### config.mk
export PLATFORM = sky130hd
export DESIGN_NAME = serial_subtractor
export DESIGN_NICKNAME = d
export VERILOG_FILES = /design/src/rtl/serial_subtractor.sv
export SDC_FILE = /design/constraint.sdc
export NUM_CORES = 1
export LEC_CHECK = 0
export BUFFER_PORTS_ARGS = -buffer_cell sky130_fd_sc_hd__buf_2
export CORE_UTILIZATION = 54
export CTS_CLUSTER_DIAMETER = 200
export DETAILED_ROUTE_END_ITERATION = 6
export PLACE_DENSITY_LB_ADDON = 0.1
export SYNTH_ARGS = -nofsm -noshare
export SYNTH_HDL_FRONTEND = slang
export SYNTH_SLANG_ARGS = --single-unit
### constraint.sdc
create_clock -name clk -period 1.49 [get_ports clk]
set_input_delay 0.149 -clock clk [delete_from_list [all_inputs] [get_ports clk]]
set_output_delay 0.149 -clock clk [all_outputs]
set_load 0.01 [all_outputs]
### src/rtl/serial_subtractor.sv
// Bit-serial subtractor: diff = A - B - b_in, one bit per clock, LSB first.
// Optional two's-complement overflow output enabled by SERIAL_SUBTRACTOR_OVF_EN.
module serial_subtractor #(
  parameter int unsigned WIDTH = 4
) (
  input  logic             clk,
  input  logic             rst,
  input  logic             start,
  input  logic [WIDTH-1:0] A,
  input  logic [WIDTH-1:0] B,
  input  logic             b_in,
  output logic [WIDTH-1:0] diff,
  output logic             b_out,
`ifdef SERIAL_SUBTRACTOR_OVF_EN
  output logic             ovf,
`endif
  output logic             busy,
  output logic             done
);

  localparam int unsigned CW = $clog2(WIDTH) + 1;

  typedef enum logic [1:0] {IDLE, SHIFT, DONE} state_t;

  state_t           state, state_nxt;
  logic [WIDTH-1:0] a_sr, a_sr_nxt;
  logic [WIDTH-1:0] b_sr, b_sr_nxt;
  logic [WIDTH-1:0] res_sr, res_sr_nxt, res_shift;
  logic [WIDTH-1:0] diff_nxt;
  logic [CW-1:0]    cnt, cnt_nxt;
  logic             br, br_nxt;
  logic             b_out_nxt, busy_nxt, done_nxt;
  logic             bit_a, bit_b, bit_d, bit_br;
`ifdef SERIAL_SUBTRACTOR_OVF_EN
  logic             ovf_nxt;
`endif

  // Full-subtractor cell on the current LSBs
  assign bit_a     = a_sr[0];
  assign bit_b     = b_sr[0];
  assign bit_d     = bit_a ^ bit_b ^ br;
  assign bit_br    = (~bit_a & bit_b) | (~(bit_a ^ bit_b) & br);
  assign res_shift = {bit_d, res_sr[WIDTH-1:1]};

  always_ff @(posedge clk or posedge rst) begin
    if (rst) begin
      state  <= IDLE;
      a_sr   <= '0;
      b_sr   <= '0;
      res_sr <= '0;
      cnt    <= '0;
      br     <= 1'b0;
      diff   <= '0;
      b_out  <= 1'b0;
      busy   <= 1'b0;
      done   <= 1'b0;
`ifdef SERIAL_SUBTRACTOR_OVF_EN
      ovf    <= 1'b0;
`endif
    end else begin
      state  <= state_nxt;
      a_sr   <= a_sr_nxt;
      b_sr   <= b_sr_nxt;
      res_sr <= res_sr_nxt;
      cnt    <= cnt_nxt;
      br     <= br_nxt;
      diff   <= diff_nxt;
      b_out  <= b_out_nxt;
      busy   <= busy_nxt;
      done   <= done_nxt;
`ifdef SERIAL_SUBTRACTOR_OVF_EN
      ovf    <= ovf_nxt;
`endif
    end
  end

  always_comb begin
    state_nxt  = state;
    a_sr_nxt   = a_sr;
    b_sr_nxt   = b_sr;
    res_sr_nxt = res_sr;
    cnt_nxt    = cnt;
    br_nxt     = br;
    diff_nxt   = diff;
    b_out_nxt  = b_out;
    busy_nxt   = busy;
    done_nxt   = done;
`ifdef SERIAL_SUBTRACTOR_OVF_EN
    ovf_nxt    = ovf;
`endif
    case (state)
      IDLE, DONE: begin
        if (start) begin
          a_sr_nxt   = A;
          b_sr_nxt   = B;
          res_sr_nxt = '0;
          br_nxt     = b_in;
          cnt_nxt    = '0;
          busy_nxt   = 1'b1;
          done_nxt   = 1'b0;
          state_nxt  = SHIFT;
        end
      end
      SHIFT: begin
        a_sr_nxt   = a_sr >> 1;
        b_sr_nxt   = b_sr >> 1;
        res_sr_nxt = res_shift;
        br_nxt     = bit_br;
        cnt_nxt    = cnt + CW'(1);
        if (cnt == CW'(WIDTH - 1)) begin
          diff_nxt  = res_shift;
          b_out_nxt = bit_br;
          busy_nxt  = 1'b0;
          done_nxt  = 1'b1;
          state_nxt = DONE;
`ifdef SERIAL_SUBTRACTOR_OVF_EN
          // On the last bit the shift registers hold the operand MSBs
          ovf_nxt   = (bit_a ^ bit_b) & (bit_d ^ bit_a);
`endif
        end
      end
      default: state_nxt = IDLE;
    endcase
  end

endmodule

-- After elaboration in Yosys (flattened, before gate mapping)
Index checks and enable logic that the tools add are counted.
- $add $sub $neg: 1
- $mul: 0
- div/mod/pow operators: 0
- $lt $le $gt $ge: 0
- eq/ne operators: 5
- shift operators: 0
- multiplexer cells: 19
- bitwise gates (word level): 7
- reductions and logical operators: 7
- operators by type and width (kind ; count):
    4-bit one-hot mux with 2 select lines ; 3
    4-bit 2-to-1 mux ; 3
    1-bit one-hot mux with 2 select lines ; 3
    3-bit one-hot mux with 2 select lines ; 1
    2-bit AND reduction ; 3
    1-bit 2-to-1 mux ; 5
    2-bit 2-to-1 mux ; 2
    2-bit inequality test (second input constant) ; 2
    2-bit one-hot mux with 2 select lines ; 1
    3-bit by 1-bit adder with 3-bit output (second input constant) ; 1
    3-bit by 2-bit == test with 1-bit output (second input constant) ; 1
    3-bit 2-to-1 mux ; 1
    3-bit AND reduction ; 1
    1-bit AND ; 2
    2-bit by 1-bit == test with 1-bit output (second input constant) ; 1
    2-bit == test (second input constant) ; 1
    2-bit zero test ; 1
    1-bit NOT ; 2
    2-bit nonzero test ; 1
    2-bit OR reduction ; 1
    1-bit XOR ; 2
    1-bit bitwise OR ; 1
- bits in registers: 25
- latch bits: 0
- memory bits (writable): 0
- ROM bits: 0
- input bits: 12
- output and inout bits: 7
- logic and storage cells: 49
- memories kept: 0

-- Depth between registers and ports, before layout
- depth in word-level cells: 5
- gate-level depth with buffers: 5
- gate-level depth less buffers: 5

-- Least setup slack after synthesis
No wires, ideal clock.
- path type: register to register
- start: register cnt[0]
- end: register diff[0]
- setup time: 0.125 ns
- arrival: 1.248 ns
- data required time: 1.365 ns
- path slack: 0.118 ns
- cell stages (with the launch flop): 5
- buffers on the path: 0
- clock period less this slack: 1.372 ns
- path through: dfrtp_1 -> ha_1 -> ha_1 -> nand3b_4 -> mux2_2
- longest elaborated chain between the ends: 2
- ends and longest elaborated chain (element ; RTL line ; RTL):
    from (decl) ; 30 ; logic [CW-1:0] cnt, cnt_nxt;
    from (signal assigned) ; 65 ; cnt <= cnt_nxt;
    3-bit by 2-bit == test with 1-bit output ; 110 ; if (cnt == CW'(WIDTH - 1)) begin
    2-bit AND reduction (no source line) ; n/a ;
    to (signal assigned) ; 67 ; diff <= diff_nxt;
    to (decl) ; 12 ; output logic [WIDTH-1:0] diff,
Every way passes these cells.
A chain may end at the register's enable or synchronous reset.

-- Worst setup path after layout
- start: register br
- end: register res_sr[3]
- longest elaborated chain between the ends: 2
- ends and longest elaborated chain (element ; RTL line ; RTL):
    from (decl) ; 31 ; logic br, br_nxt;
    from (signal assigned) ; 66 ; br <= br_nxt;
    1-bit XOR ; 41 ; assign bit_d = bit_a ^ bit_b ^ br;
    net bit_d ; 33 ; logic bit_a, bit_b, bit_d, bit_br;
    4-bit one-hot mux with 2 select lines ; 91 ; case (state)
    to (signal assigned) ; 64 ; res_sr <= res_sr_nxt;
    to (decl) ; 28 ; logic [WIDTH-1:0] res_sr, res_sr_nxt, res_shift;
The timed path passes the listed nets, and every way through them passes these cells.

==> impl_results.md <==
- Final WS setup: 0.0628 ns
- Antenna Cells: 0
- Final Cycle Share: 0.958
- Critical path buffer and inverter count: 1
- Max Slew Vio Count: 0
- Top cells by count, synth: 24 x dfrtp_1, 10 x inv_1, 7 x a21oi_1
- Synthesized cell area: between 1000 and 1500 um^2
- Outcome: finished, final reports clean
- # setup viols final: 0
- Drt via density: between 5 and 6
- Fmax: roughly 700 MHz
- RePlAce Congestion: ~0.7
- Slew headroom: 0.756
- Max cap viols: 0
- Vias in the first global route: around 700
- Worst-path cell chain: inv_1, fa_1, mux2_2, nand2_1, o21ai_0
- HP Start: A[3]
- # IOs: 19
- Slowest CP cell: fa_1
- Synth cell types: 28
- Avg Inst Size Synth: about 11 um^2
- Wire per inst: approximately 13 um
- Initial Util: 0.579
- Initial antenna violation count: 0
- Setup Crit Path Kind: flop to flop
- Async SR Flop Fraction: 1.00
- WP data required: around 1.7 ns
- Critical Path AT: 1.63 ns
- CP Max Fanout: 2
- Ratio of cells with drive above 1 in the final layout: 0.347
- Register area share after synthesis: 0.529
- Biggest area consumer among synthesized cells: dfrtp_1
- Post-synth EDFFs: 0
- Synth Register Bits: 24
- Die ar.: between 2000 and 2500 um^2
- Antenna-violating nets left: 0
- Layout fillers: ~170
- Worst R2R End: res_sr[3]
- P&R area growth vs syn: 17.5%
- Final global-route overflow total: 0
- Synth area leaders: dfrtp_1 53%, mux2_2 5.9%, a22o_1 3.9%, inv_1 3.3%, a21oi_1 3.1%
- Detailed-router iteration count before antenna repair: 3
- Post-synth top area share: 0.529
- Critical Path Start: br
- YS warnings: 0
- Slew @ Worst Pin: 0.366 ns
- NumNets Final: 140
- Leakage: around 0.68 nW
- Detail Placement HPWL: 1390 um
- Root buffer cell: clkbuf_4
- Final Critical Period: around 1.4 ns
- Mapped Cells: a little under 100
- Synthesized net count: 114
- Fin. Hold Viols: 0
- Max IR drop VDD: 1.08 mV
- Reg2Reg Setup Slack: around 0.063 ns
- WL final: about 1900 um
- P per Cell Area: between 2000 and 2500 nW/um^2
- Delay-heaviest family, CP: adder cells
- RR Startpoint: br
- Die Ht: roughly 48 um
- DRC: 0
- Pre-CTS WS: 0.0378 ns
- DIE WIDTH: ~48 um
- Worst Reg-to-Reg Cells: 5
- Largest net degree at the start of global routing: 25
- Hold Path Stages: 2
- First-pass GRT wire length: a little over 3000 um
- Most frequent cell after synthesis: dfrtp_1
- Util after Layout: 0.680
- Top FF cell, synth: dfrtp_1
- Setup crit end kind: flop
- Hold Crit Endpoint: a_sr[3]
- Total design power: between 2 and 3 mW
- Core box area: approximately 2000 um^2
- Largest stage delay on the critical path: between 0.4 and 0.5 ns
- GRT Total Usage: 0.196
- Worst-Skew Late Latency: slightly above 0.3 ns
- Vias: 787
- Worst Hold Class: primary input to flop
- Number of DRC markers in iteration 0: 5
- IO Port Bufs: 18
- Row cnt: 16
- Number of buffers created by CTS: 3
- Max Buffers Root-to-Sink: 2
- H-tree Lvls: 1
- CTS tree: done
- Clk sinks: 24
- Register clock-pin slew on the reported worst setup and hold paths: roughly 0.13 ns
- Post-Route Skew: 0.00478 ns
- Crit start category: flop
how the worst max path moves through the flow:
stage / slack (ns) / end / cells past startpoint
6_report: 0.06 / res_sr[3] / 5
5_1_grt: -0.001 / res_sr[3] / 5
4_1_cts: 0.02 / diff[0] / 4
3_5_place_dp: 0.04 / diff[0] / 4
3_3_place_gp: 0.08 / diff[1] / 4
2_1_floorplan: 0.12 / diff[0] / 4
per-layer routing:
metal  global-route usage  vias up  part of all wire
met5                    0        -                 0
li1                     -      392                 -
met1                0.276      381              0.49
met4               0.0667        0            0.0047
met3               0.0340        2             0.024
met2                0.305       12              0.48
sequential cells by signal, indices dropped and copies added, names as in the netlist:
signal / cells
a_sr: 4
b_sr: 4
diff: 4
cnt: 3
res_sr: 3
state: 2
b_out: 1
br: 1
busy: 1
done: 1
through the flow:
| stage | std cells | cell area (um^2) | TNS (ns) | hold slack (ns) |
|---|---|---|---|---|
| CTS | 148 | 1310 | 0 | 0.0550 |
| global route | 151 | 1340 | -0.00116 | 0.0361 |
| floorplan | 99 | 1140 | 0 | 0.164 |
| global placement | 143 | 1250 | 0 | 0.205 |
| finish | 151 | 1340 | 0 | 0.0547 |
| detailed placement | 143 | 1250 | 0 | 0.210 |
layout by cell type, fill, tap and decap left out, drive strengths merged, types with 3 or more instances in the layout:
cell type  instances
a22o               5
mux2               7
nand2              6
clkbuf             3
o21ai              5
dfrtp             24
buf               25
nor2b              3
a21oi              8
o22ai              5
inv               11
nand2b             5
power breakdown:
group          internal [mW]  total, mW  switching, mW
Sequential             0.949       1.17          0.225
Combinational          0.719       1.31          0.587
Clock                  0.272      0.462          0.190
Total                   1.94       2.94           1.00
final cells by class:
type | count | area, um^2 | area share
well taps | 27 | 33.8 | 0.0253
inverters | 11 | 41.3 | 0.0309
clock buffers | 3 | 22.5 | 0.0169
flip-flops and latches | 24 | 601 | 0.450
multi-input cells | 59 | 454 | 0.340
clock inverters | 1 | 30.0 | 0.0225
repair buffers | 26 | 153 | 0.114
cell families (layout without fill, tap and decap cells):
group,Yosys count,count (layout),synth area share
AO/OA/AOI/OAI,27,27,0.154
XOR/XNOR,1,1,0.00771
adder cells (fa/ha/maj),3,3,0.0396
buffers and inverters,16,41,0.0738
flip-flops,24,24,0.529
multiplexers,9,9,0.0903
AND/OR/NAND/NOR,19,19,0.106
repair_timing:
item                                   in CTS  in global routing
endpoints found under the hold margin      24                  0
hold buffers                                1                  0
setup buffers                               0                  3
setup endpoints to repair                   0                  5
gates resized for setup                     0                  1
Power figures use the tool's default switching activity.
